--- config.mk ---
export PLATFORM = sky130hd
export DESIGN_NAME = ariane_irq_cond
export DESIGN_NICKNAME = d
export VERILOG_FILES = /design/src/rtl/irq_cond_pkg.sv /design/src/rtl/irq_filter_line.sv /design/src/rtl/ariane_irq_cond.sv
export SDC_FILE = /design/constraint.sdc
export NUM_CORES = 1
export LEC_CHECK = 0
export BUFFER_PORTS_ARGS = -buffer_cell sky130_fd_sc_hd__buf_2
export CORE_MARGIN = 3
export CORE_UTILIZATION = 50
export DETAILED_ROUTE_END_ITERATION = 10
export PLACE_DENSITY = 0.71
export SLEW_MARGIN = 20
export SYNTH_ARGS = -nofsm -noshare
export SYNTH_HDL_FRONTEND = slang
export SYNTH_HIERARCHICAL = 1
export SYNTH_SLANG_ARGS = --single-unit
--- constraint.sdc ---
create_clock -name clk_i -period 3.9 [get_ports clk_i]
set_clock_uncertainty 0.15 [all_clocks]
set_input_delay 0.39 -clock clk_i [delete_from_list [all_inputs] [get_ports clk_i]]
set_output_delay 0.39 -clock clk_i [all_outputs]
set_load 0.01 [all_outputs]
--- src/rtl/irq_cond_pkg.sv ---
// rtl/irq_cond_pkg.sv - shared line indices, types and helpers for the irq conditioning stage
package irq_cond_pkg;

  localparam int unsigned NrIrqLines  = 5;
  localparam int unsigned IrqLineM    = 0;
  localparam int unsigned IrqLineS    = 1;
  localparam int unsigned IrqLineIpi  = 2;
  localparam int unsigned IrqLineTime = 3;
  localparam int unsigned IrqLineDbg  = 4;

  typedef logic [NrIrqLines-1:0] irq_lines_t;

  function automatic logic [2:0] count_lines(input irq_lines_t v);
    logic [2:0] n;
    n = '0;
    for (int i = 0; i < NrIrqLines; i++) begin
      n = n + 3'(v[i]);
    end
    return n;
  endfunction

endpackage

--- src/rtl/irq_filter_line.sv ---
// rtl/irq_filter_line.sv - synchronizer plus persistence filter for one async request line
module irq_filter_line #(
  parameter int unsigned SyncStages   = 2,
  parameter int unsigned FilterCycles = 4
) (
  input  logic clk_i,
  input  logic rst_ni,
  input  logic d_i,
  output logic f_o,
  output logic glitch_o
);

  localparam logic [3:0] LastCnt = 4'(FilterCycles - 1);

  logic [SyncStages-1:0] r_sync;
  logic                  r_f;
  logic [3:0]            r_cnt;
  logic                  w_s;

  assign w_s = r_sync[SyncStages-1];

  always_ff @(posedge clk_i) begin
    if (!rst_ni) begin
      r_sync <= '0;
      r_f    <= 1'b0;
      r_cnt  <= '0;
    end else begin
      r_sync <= {r_sync[SyncStages-2:0], d_i};
      if (w_s == r_f) begin
        r_cnt <= '0;
      end else if (r_cnt == LastCnt) begin
        r_f   <= w_s;
        r_cnt <= '0;
      end else begin
        r_cnt <= r_cnt + 4'd1;
      end
    end
  end

  // A partial count abandoned because the line fell back is a rejected glitch.
  assign glitch_o = (w_s == r_f) && (r_cnt != 4'd0);
  assign f_o      = r_f;

endmodule

--- src/rtl/ariane_irq_cond.sv ---
// rtl/ariane_irq_cond.sv - conditions raw irq/ipi/timer/debug lines for the core and counts glitches
module ariane_irq_cond
  import irq_cond_pkg::*;
#(
  parameter int unsigned SyncStages   = 2,
  parameter int unsigned FilterCycles = 4,
  parameter int unsigned DebugPulse   = 0
) (
  input  logic                  clk_i,
  input  logic                  rst_ni,
  input  logic [1:0]            irq_i,
  input  logic                  ipi_i,
  input  logic                  time_irq_i,
  input  logic                  debug_req_i,
  input  logic [NrIrqLines-1:0] mask_i,
  input  logic                  glitch_clr_i,
  output logic [1:0]            irq_o,
  output logic                  ipi_o,
  output logic                  time_irq_o,
  output logic                  debug_req_o,
  output logic [NrIrqLines-1:0] level_o,
  output logic [7:0]            glitch_cnt_o
);

  irq_lines_t w_raw;
  irq_lines_t w_f;
  irq_lines_t w_glitch;
  irq_lines_t r_out;
  logic       r_f4_old;
  logic [7:0] r_cnt;
  logic       w_dbg;
  logic [8:0] w_sum;

  assign w_raw = {debug_req_i, time_irq_i, ipi_i, irq_i};

  for (genvar i = 0; i < NrIrqLines; i++) begin : g_line
    irq_filter_line #(
      .SyncStages  (SyncStages),
      .FilterCycles(FilterCycles)
    ) u_line (
      .clk_i   (clk_i),
      .rst_ni  (rst_ni),
      .d_i     (w_raw[i]),
      .f_o     (w_f[i]),
      .glitch_o(w_glitch[i])
    );
  end

  // Pulse mode looks at the filtered level, so a masked edge is simply gone.
  assign w_dbg = (DebugPulse != 0) ? (w_f[IrqLineDbg] & ~r_f4_old) : w_f[IrqLineDbg];
  assign w_sum = {1'b0, r_cnt} + {6'b0, count_lines(w_glitch)};

  always_ff @(posedge clk_i) begin
    if (!rst_ni) begin
      r_out    <= '0;
      r_f4_old <= 1'b0;
      r_cnt    <= '0;
    end else begin
      r_out[IrqLineTime:0] <= w_f[IrqLineTime:0] & ~mask_i[IrqLineTime:0];
      r_out[IrqLineDbg]    <= w_dbg & ~mask_i[IrqLineDbg];
      r_f4_old             <= w_f[IrqLineDbg];
      if (glitch_clr_i) begin
        r_cnt <= '0;
      end else if (w_sum > 9'd255) begin
        r_cnt <= 8'hFF;
      end else begin
        r_cnt <= w_sum[7:0];
      end
    end
  end

  assign irq_o        = r_out[IrqLineS:IrqLineM];
  assign ipi_o        = r_out[IrqLineIpi];
  assign time_irq_o   = r_out[IrqLineTime];
  assign debug_req_o  = r_out[IrqLineDbg];
  assign level_o      = w_f;
  assign glitch_cnt_o = r_cnt;

endmodule
==> impl_metrics.toml, run 1 <==
[sta]
setup_viol_count_final = 0
timing.final.crit_period_ps = 3280
worst_slew_pin_slew_ps = 637
rsz_0062_raised_after_global_routing = "no"
maximum_clock_rate_ghz = 0.305
tns_ps = 0
remaining_max_slew_budget_at_the_tightest_pin_pct = 57.2
report.final.hold_viol_count = 0
slew_viol_final = 0
post-route-period-util_pct = 84.1

[synthesis]
post_synthesis_compound_gate_area_fraction_pct = 5.93
post_synth_instance_area_sq_mm = 0.00205
synth_adder_area_share_pct = 11.5
yosys.area.top_type = "sky130_fd_sc_hd__dfxtp_1"
synth_fp_nets = 237
post_synth_mux_area_share_pct = 2.44
synthesis.yosys.warnings = 6
yosys.area_share.xor_xnor_pct = 6.85
ys_seq_elements = 48
post_synthesis_cells = 207
yosysMostFrequentCell = "sky130_fd_sc_hd__dfxtp_1"
syn_avg_cell_area_sq_um = 9.89
post_synth_arst_share_pct = 0
synth_edf_count = 0
yosys-top-cells-count = "sky130_fd_sc_hd__dfxtp_1, sky130_fd_sc_hd__nor2_1, sky130_fd_sc_hd__inv_1"
yosysUniqueCellTypes = 33
synth_largest_type_area_fraction_pct = 46.9
synthFlopType = "sky130_fd_sc_hd__dfxtp_1"
netlist_top_cells_area = "sky130_fd_sc_hd__dfxtp_1, sky130_fd_sc_hd__ha_1, sky130_fd_sc_hd__nor2_1, sky130_fd_sc_hd__xor2_1, sky130_fd_sc_hd__inv_1"
synth_simple_gate_area_share_pct = 21.5
main_combinational_cell_family_by_area_after_synthesis = "simple AND/OR/NAND/NOR gates"
synth_seq_area_share_pct = 46.9

[power_and_ir_drop]
pwr-share-seq_pct = 61.0
p_clk_share_pct = 34.9
maximum_vdd_drop_v = 0.000256
p_comb_share_pct = 4.1
switching_share_pct = 22.3
fin_total_pwr_uw = 821
netSwitchingPower_uw = 183
power_density_mw_per_mm2 = 352
p_leak_uw = 0.00107
p_int_uw = 638

[drt]
via_count = 1408
route.final.wire_length_mm = 3.07
drt-met1-wl_mm = 1.54
route.detailed.drc = 0
maxUsedRoutingLayer = "met4"
final_antenna_net_count = 0
post_drt_via_cell_ratio = 4.84
met3_wirelength_microns = 144
first_pass_iters = 4
wire_per_inst_microns = 10.5
detailroute.wirelength.met2_mm = 1.35
drtIter0Drc = 46

[die]
coreArea_sq_mm = 0.00380
io-pin-count = 31
placementRows = 22
die_height_microns = 70.0
start_util_pct = 53.9
fp.dieW_microns = 70.0
fp.dieArea_sq_mm = 0.00490

[worst_setup_path]
crit_top_cell = "sky130_fd_sc_hd__fa_1"
r2r_start = "g_line[2].u_line/f_o$_SDFFE_PN0P_"
worst_path_largest_cell_delay_ps = 480
timing.critical_path.required_ps = 3930
timing_worst_setup_path_type = "reg2reg"
ff2ff_setup_slack_ps = 620
reg2regPathDepth = 11
crit_path_top_delay_cell = "sky130_fd_sc_hd__fa_1"
critical_path_arrival_ps = 3310
start_kind = "register"
worstPathCellList = "xor2_1 -> a21oi_1 -> fa_1 -> inv_1 -> fa_1 -> inv_1 -> ha_1 -> fa_1 -> a21o_1 -> o41ai_1 -> a21oi_1"
cp_top_family = "adder cells"
reg2reg_to = "glitch_cnt_o[7]$_SDFF_PP0_"
critPathBufInv = 2
maximum_fanout_encountered_on_the_critical_timing_path = 7
end_kind = "register"

[cells_and_area]
area.growth.synth_to_final_pct = 13.9
antenna_cells = 0
fraction_of_final_layout_cells_with_drive_strength_greater_than_1_pct = 18.5
final_layout_net_count = 272
filler_cell_count = 334

[clock_network]
htree_levels = 2
clock-sinks = 48
holdBufCountCts = 0
cts_tree = "yes"
cts_resized = 0
cts_root_buffer = "sky130_fd_sc_hd__clkbuf_8"
cts_inserted_buffers = 5
worst_skew_pair.late_latency_ps = 300
post_cts.repair.setup_buffers = 0
clock_path_buffers = 2
clock_pin_transition_on_the_worst_setup_and_hold_timing_paths_ps = 80

[run_status]
run_status = "completed"

[min_path]
worst_hold_path.endpoint = "g_line[3].u_line/r_sync[0]$_SDFF_PN0_"
min-delay-path-class = "in2reg"
hp-start = "time_irq_i"
whs_path_depth = 2

[placement]
gpl.final_weighted_congestion = 0.707
port-buffer-count = 30
dpl.hpwl_mm = 2.29

[global_route]
grtUsageTotal_pct = 14.0
grt_pass1_wl_mm = 5.61
first_global_vias = 1335
grt_max_degree = 28
grt_remaining_overflow = 0
grt_antenna_before_repair = 0

[flow_run]
max_cap_violations = 0
## cell type report
| class | count | area (sq um) | share of cell area (%) |
|---|---|---|---|
| Timing Repair Buffer | 30 | 150 | 6.44 |
| Multi-Input combinational cell | 134 | 987 | 42.3 |
| Clock buffer | 5 | 68.8 | 2.95 |
| Inverter | 23 | 86.3 | 3.70 |
| Tap cell | 48 | 60.1 | 2.58 |
| Sequential cell | 48 | 961 | 41.2 |
| Clock inverter | 3 | 18.8 | 0.805 |
## worst reg2reg max path: stages (launching register included)
cell	delay, ps
sky130_fd_sc_hd__dfxtp_1	380
sky130_fd_sc_hd__xor2_1	210
sky130_fd_sc_hd__a21oi_1	90
sky130_fd_sc_hd__fa_1	480
sky130_fd_sc_hd__inv_1	50
sky130_fd_sc_hd__fa_1	480
sky130_fd_sc_hd__inv_1	40
sky130_fd_sc_hd__ha_1	200
sky130_fd_sc_hd__fa_1	400
sky130_fd_sc_hd__a21o_1	240
sky130_fd_sc_hd__o41ai_1	380
sky130_fd_sc_hd__a21oi_1	70
## per-stage QoR
step / util [%] / hold WS (ps) / setup slack (ps) / area [sq um] / std cells
after floorplan: - / 262 / 732 / 2050 / 207
after global placement: 59.1 / 268 / 694 / 2240 / 283
after detailed placement: 59.1 / 272 / 655 / 2240 / 283
after CTS: 61.4 / 126 / 620 / 2330 / 291
after global routing: 61.4 / 127 / 430 / 2330 / 291
final: 61.4 / 142 / 622 / 2330 / 291
## placed cells by master (no fill, tap or decap), drive strengths merged, types with 2 or more instances in the layout
cell type / synthesis / layout
nor2b: 6 / 6
nand4: 2 / 2
inv: 23 / 23
nand3: 13 / 13
xor2: 10 / 10
o211ai: 3 / 3
nor2: 26 / 26
fa: 3 / 3
and2: 10 / 10
clkbuf: 0 / 5
dfxtp: 48 / 48
and3b: 5 / 5
mux2i: 5 / 5
or3b: 5 / 5
a21oi: 10 / 10
xnor2: 6 / 6
clkinv: 0 / 3
or3: 2 / 2
buf: 2 / 30
nand2: 2 / 2
ha: 14 / 14
## cell families after synthesis
| group | count (synthesis) |
|---|---|
| and+or+nand+nor | 77 |
| adders and majority gates | 17 |
| xor gates and xnor gates | 16 |
| DFF | 48 |
| buffers and inverters | 25 |
| AOI/OAI and AO/OA | 19 |
| muxes | 5 |
## metal layers
layer  GRT usage, %  vias to the layer above
met5              0                        -
met4           5.11                        0
met3           5.18                        4
met2           22.6                       24
met1           17.1                      629
li1               -                      751
## flip-flops by register name, summed over array words and instances, names as in the netlist
name,flops
g_line.u_line/f_o,5
g_line.u_line/r_sync,10
r_out,5
g_line.u_line/r_cnt,20
glitch_cnt_o,8
## worst max path at each step
stage | startpoint | end | slack [ps] | depth (start not counted)
floorplan | g_line[0].u_line/f_o$_SDFFE_PN0P_ | glitch_cnt_o[7]$_SDFF_PP0_ | 730 | 11
global placement | g_line[0].u_line/f_o$_SDFFE_PN0P_ | glitch_cnt_o[7]$_SDFF_PP0_ | 690 | 11
detailed placement | g_line[0].u_line/f_o$_SDFFE_PN0P_ | glitch_cnt_o[7]$_SDFF_PP0_ | 660 | 11
CTS | g_line[2].u_line/f_o$_SDFFE_PN0P_ | glitch_cnt_o[7]$_SDFF_PP0_ | 620 | 11
global route | g_line[0].u_line/f_o$_SDFFE_PN0P_ | glitch_cnt_o[7]$_SDFF_PP0_ | 430 | 11
finish | g_line[2].u_line/f_o$_SDFFE_PN0P_ | glitch_cnt_o[7]$_SDFF_PP0_ | 620 | 11
## power by group through the flow
| stage | sequential, uW | combinational [uW] | clock [uW] |
|---|---|---|---|
| 2_1_floorplan | 512 | 20.1 | 0 |
| 3_5_place_dp | 513 | 34.6 | 0 |
| 6_report | 501 | 33.8 | 286 |
| 4_1_cts | 501 | 34.6 | 301 |
| 5_1_grt | 502 | 41.2 | 320 |
| 3_3_place_gp | 512 | 34.0 | 0 |
(Power assumes the default switching activity.)
==> run 2, diff against run 1 <==
==> constraint.sdc (replaced) <==
create_clock -name clk_i -period 3.31 [get_ports clk_i]
set_clock_uncertainty 0.15 [all_clocks]
set_input_delay 0.331 -clock clk_i [delete_from_list [all_inputs] [get_ports clk_i]]
set_output_delay 0.331 -clock clk_i [all_outputs]
set_load 0.01 [all_outputs]
==> run 2 against run 1 <==
Net effect: maximum frequency up 4.5%; critical endpoint unchanged; first-iteration DRC count down 13%; sequential cell count unchanged; critical path type unchanged; clock power grew 21%; sequential share of layout area decreased by 0.78 points; largest cell class unchanged; via count grew 1.7%.
==> impl_metrics.toml, run 2 (same netlist as run 1, synthesis figures left out) <==
[run_status]
run_status = "completed"

[drt]
route.detailed.drc = 0
route.final.wire_length_mm = 3.38
via_count = 1432
first_pass_iters = 4
final_antenna_net_count = 0
post_drt_via_cell_ratio = 4.89
wire_per_inst_microns = 11.5
drtIter0Drc = 40

[power_and_ir_drop]
maximum_vdd_drop_v = 0.000187
fin_total_pwr_uw = 979
p_leak_uw = 0.00108
p_clk_share_pct = 35.3
power_density_mw_per_mm2 = 410
switching_share_pct = 20.7
pwr-share-seq_pct = 60.4
p_int_uw = 776
netSwitchingPower_uw = 202
p_comb_share_pct = 4.3

[cells_and_area]
layout.cells.most_common = "sky130_fd_sc_hd__dfxtp_1"
largest_register = "g_line.u_line/r_cnt"
fraction_of_final_layout_cells_with_drive_strength_greater_than_1_pct = 22.4
area.growth.synth_to_final_pct = 16.7
largest_register_ffs = 20
final_area_sq_mm = 0.00239
final_layout_net_count = 274
final_cell_mix = "sky130_fd_sc_hd__dfxtp_1, sky130_fd_sc_hd__buf_2, sky130_fd_sc_hd__nor2_1"
antenna_cells = 0

[global_route]
grt_remaining_overflow = 0
grtUsageTotal_pct = 14.6
grt_pass1_wl_mm = 5.97
grt_max_degree = 28
grt_antenna_before_repair = 0
first_global_vias = 1446

[clock_network]
cts_root_buffer = "sky130_fd_sc_hd__clkbuf_8"
cts_inserted_buffers = 5
cts_tree = "yes"
holdBufCountCts = 0
clock_path_buffers = 2
worst_skew_pair.late_latency_ps = 290
clock-sinks = 48
htree_levels = 2
clock_pin_transition_on_the_worst_setup_and_hold_timing_paths_ps = 80

[die]
placementRows = 22
start_util_pct = 53.9
fp.dieW_microns = 70.0
die_height_microns = 70.0
io-pin-count = 31
coreArea_sq_mm = 0.00380
fp.dieArea_sq_mm = 0.00490

[sta]
report.final.hold_viol_count = 0
rsz_0062_raised_after_global_routing = "no"
slew_viol_final = 0
setup_ws_final_ps = 172
worst_slew_pin_slew_ps = 411
tns_ps = 0
remaining_max_slew_budget_at_the_tightest_pin_pct = 72.6
timing.final.crit_period_ps = 3140
post-route-period-util_pct = 94.8
setup_viol_count_final = 0
maximum_clock_rate_ghz = 0.319

[worst_setup_path]
start_kind = "register"
critical_path_arrival_ps = 3170
worstPathCellList = "xor2_2 -> a21oi_1 -> fa_1 -> inv_1 -> fa_1 -> inv_1 -> ha_2 -> fa_2 -> a21o_4 -> o41ai_2 -> a21oi_1"
timing.critical_path.required_ps = 3340
maximum_fanout_encountered_on_the_critical_timing_path = 7
reg2regPathDepth = 11
crit_path_top_delay_cell = "sky130_fd_sc_hd__fa_1"
worst_path_largest_cell_delay_ps = 480
end_kind = "register"
timing_worst_setup_path_type = "reg2reg"

[min_path]
whs_path_depth = 2
min-delay-path-class = "in2reg"

[placement]
dpl_cell_area_sq_mm = 0.00225
post_place_worst_slack_ps = 50.5
port-buffer-count = 30
dpl.hpwl_mm = 2.39
gpl.final_weighted_congestion = 0.709

[flow_run]
max_cap_violations = 0
-- run 2: cell count changes in the layout (fill, tap and decap cells not counted), sizes merged --
cell    change
buf         +2
clkbuf      +3
clkinv      -3
-- run 2: metrics by stage --
| step | std cells | hold slack (ps) | util, % |
|---|---|---|---|
| 3_3_place_gp | 284 | 268 | 59.3 |
| 6_report | 293 | 92.0 | 62.9 |
| 3_5_place_dp | 284 | 272 | 59.3 |
| 4_1_cts | 292 | 82.9 | 61.9 |
| 2_1_floorplan | 207 | 262 | - |
| 5_1_grt | 293 | 77.3 | 62.9 |
-- run 2: final timing paths --
check | end | from | slack (ps)
hold reg to reg | g_line[0].u_line/r_cnt[0]$_SDFF_PP0_ | g_line[0].u_line/r_cnt[0]$_SDFF_PP0_ | 290
setup / recovery | glitch_cnt_o[7]$_SDFF_PP0_ | g_line[2].u_line/r_sync[1]$_SDFF_PN0_ | 170
setup reg to reg | glitch_cnt_o[7]$_SDFF_PP0_ | g_line[2].u_line/r_sync[1]$_SDFF_PN0_ | 170
hold / removal | g_line[3].u_line/r_sync[0]$_SDFF_PN0_ | time_irq_i | 90
-- run 2: final cells by class --
class,count,area (sq um)
Multi-Input combinational cell,134,1020
Sequential cell,48,966
Tap cell,48,60.1
Fill cell,329,1410
Timing Repair Buffer,32,165
Inverter,23,86.3
Clock buffer,8,90.1
-- run 2: worst max-delay path, delay by kind of cell (launching register included) --
family                     cells  cell delay (ps)
adders and majority gates      4             1520
xor gates and xnor gates       1              180
AOI/OAI and AO/OA              4              710
buffers and inverters          2               90
DFF                            1              380
-- run 2: repair_timing --
item	4_1_cts	5_1_grt
pin swaps	1	2
buffers inserted	0	1
endpoints found under the setup margin	1	6
endpoints found under the hold margin	0	0
resized for setup	1	9
-- run 2: layer usage --
| metal | share of wire [%] | track usage [%] |
|---|---|---|
| met5 | 0 | 0 |
| met4 | 1.3 | 5.74 |
| met3 | 4.1 | 3.60 |
| met2 | 48 | 25.3 |
| met1 | 47 | 17.4 |
-- run 2: power groups by stage --
| stage | Combinational [uW] | Clock [uW] | Sequential, uW |
|---|---|---|---|
| after CTS | 41.9 | 362 | 591 |
| after detailed placement | 41.2 | 0 | 604 |
| after global routing | 49.9 | 378 | 592 |
| after floorplan | 23.6 | 0 | 604 |
| after global placement | 40.1 | 0 | 604 |
| final | 42.2 | 346 | 591 |
==> run 3, diff against run 2 <==
--- a/config.mk
+++ b/config.mk
@@ -9,7 +9,7 @@
 export CORE_MARGIN = 3
 export CORE_UTILIZATION = 50
 export DETAILED_ROUTE_END_ITERATION = 10
-export PLACE_DENSITY = 0.71
+export PLACE_DENSITY = 0.73
 export SLEW_MARGIN = 20
 export SYNTH_ARGS = -nofsm -noshare
 export SYNTH_HDL_FRONTEND = slang
==> run 3 against run 2 <==
Net effect: sequential share of layout area is 0.22 points lower; global-route usage is 0.85 points lower; non-clock buffer count is 1 higher; cell area is 0.42% higher; routed wire length is 5.1% lower; clock power is 21% higher; highest routed layer unchanged.
==> impl_metrics.toml, run 3 (same netlist as run 1, synthesis figures left out) <==
[run_status]
run_status = "completed"

[sta]
post-route-period-util_pct = 95.0
remaining_max_slew_budget_at_the_tightest_pin_pct = 73.3
maximum_clock_rate_ghz = 0.318
slew_viol_final = 0
report.final.hold_viol_count = 0
worst_slew_pin_slew_ps = 401
timing.final.crit_period_ps = 3150
setup_viol_count_final = 0

[global_route]
grt_max_degree = 28
grt_remaining_overflow = 0
grt_pass1_wl_mm = 5.35
grtUsageTotal_pct = 13.8
first_global_vias = 1291
grt_antenna_before_repair = 0

[die]
fp.dieW_microns = 70.0
placementRows = 22
io-pin-count = 31
die_height_microns = 70.0
start_util_pct = 53.9
coreArea_sq_mm = 0.00380
fp.dieArea_sq_mm = 0.00490

[worst_setup_path]
reg2regPathDepth = 11
end_kind = "register"
timing.critical_path.required_ps = 3350
start_kind = "register"
r2r_start = "g_line[2].u_line/f_o$_SDFFE_PN0P_"
timing_worst_setup_path_type = "reg2reg"
reg2reg_to = "glitch_cnt_o[7]$_SDFF_PP0_"
maximum_fanout_encountered_on_the_critical_timing_path = 6
critical_path_arrival_ps = 3190
ff2ff_setup_slack_ps = 160

[clock_network]
worst_skew_pair.late_latency_ps = 300
htree_levels = 2
cts_tree = "yes"
clock_path_buffers = 2
holdBufCountCts = 0
cts_inserted_buffers = 5
clock-sinks = 48
cts_root_buffer = "sky130_fd_sc_hd__clkbuf_8"
clock_pin_transition_on_the_worst_setup_and_hold_timing_paths_ps = 80

[drt]
maxUsedRoutingLayer = "met4"
detailroute.wirelength.met2_mm = 1.48
first_pass_iters = 4
route.final.wire_length_mm = 3.20
met3_wirelength_microns = 178
wire_per_inst_microns = 10.9
drt-met1-wl_mm = 1.49
post_drt_via_cell_ratio = 4.88
route.detailed.drc = 0
final_antenna_net_count = 0
via_count = 1434
drtIter0Drc = 56

[cells_and_area]
antenna_cells = 0
final_cell_mix = "sky130_fd_sc_hd__dfxtp_1, sky130_fd_sc_hd__buf_2, sky130_fd_sc_hd__nor2_1"
fin_util_pct = 63.2
post_layout_nonfiller_instances = 294
final_layout_net_count = 275
layout.cells.most_common = "sky130_fd_sc_hd__dfxtp_1"
largest_register_ffs = 20
area.growth.synth_to_final_pct = 17.2
fraction_of_final_layout_cells_with_drive_strength_greater_than_1_pct = 22.0
largest_register = "g_line.u_line/r_cnt"

[min_path]
hp-start = "ipi_i"
min-delay-path-class = "in2reg"
whs_path_depth = 2
worst_hold_path.endpoint = "g_line[2].u_line/r_sync[0]$_SDFF_PN0_"

[placement]
gpl.final_weighted_congestion = 0.731
port-buffer-count = 30
dpl.hpwl_mm = 2.31
placed_cells_incl_taps = 284

[power_and_ir_drop]
power_density_mw_per_mm2 = 437
p_leak_uw = 0.00110
maximum_vdd_drop_v = 0.000250

[flow_run]
max_cap_violations = 0
run 3: layer usage:
layer | global-route usage [%] | vias up
met3 | 5.76 | 5
li1 | - | 755
met1 | 15.8 | 648
met2 | 22.2 | 26
met4 | 6.38 | 0
met5 | 0 | -
run 3: how the worst max path moves through the flow:
stage	from	end	slack (ps)	cells past startpoint
2_1_floorplan	g_line[0].u_line/f_o$_SDFFE_PN0P_	glitch_cnt_o[7]$_SDFF_PP0_	140	11
3_3_place_gp	g_line[0].u_line/f_o$_SDFFE_PN0P_	glitch_cnt_o[7]$_SDFF_PP0_	100	11
3_5_place_dp	g_line[0].u_line/f_o$_SDFFE_PN0P_	glitch_cnt_o[7]$_SDFF_PP0_	40	11
4_1_cts	g_line[0].u_line/f_o$_SDFFE_PN0P_	glitch_cnt_o[7]$_SDFF_PP0_	40	11
5_1_grt	g_line[0].u_line/r_cnt[0]$_SDFF_PP0_	glitch_cnt_o[1]$_SDFF_PP0_	-6	12
6_report	g_line[2].u_line/f_o$_SDFFE_PN0P_	glitch_cnt_o[7]$_SDFF_PP0_	160	11
run 3: report_power, final:
group	total [uW]	leakage, uW	internal, uW	switching [uW]
registers	590	0.000391	586	4.78
clock network	417	0.0000541	223	193
logic	41.0	0.000650	19.4	21.6
total	1050	0.00110	828	220
run 3: repair_timing:
item	in CTS	in global routing
buffers inserted	0	2
endpoints found under the setup margin	0	6
gates resized for setup	0	6
run 3: stage by stage:
stage                     power [uW]  instance area [sq um]  setup TNS, ps  hold slack [ps]  worst slack [ps]
after floorplan                  627                   2050              0              262               142
after global placement           644                   2250              0              265              98.4
after detailed placement         645                   2250              0              271              40.9
after CTS                       1060                   2360              0             66.8              40.9
after global routing            1090                   2400          -9.09             63.9             -5.52
final                           1050                   2400              0             79.1               164
run 3: worst max-delay path, cell delays in order (launching register included):
cell and delay, ps:
sky130_fd_sc_hd__dfxtp_2 360, sky130_fd_sc_hd__xor2_1 200, sky130_fd_sc_hd__a21oi_1 90, sky130_fd_sc_hd__fa_1 480, sky130_fd_sc_hd__inv_1 50, sky130_fd_sc_hd__fa_1 470, sky130_fd_sc_hd__inv_1 50, sky130_fd_sc_hd__ha_1 200
sky130_fd_sc_hd__fa_2 350, sky130_fd_sc_hd__a21o_1 250, sky130_fd_sc_hd__o41ai_2 340, sky130_fd_sc_hd__a21oi_1 60
run 3: area by class of cell:
type / instances / area (sq um)
flip-flops and latches: 48 / 965
multi-input cells: 134 / 1000
clock buffers: 5 / 68.8
well taps: 48 / 60.1
fillers: 315 / 1400
inverters: 23 / 86.3
clock inverters: 3 / 42.5
repair buffers: 33 / 173
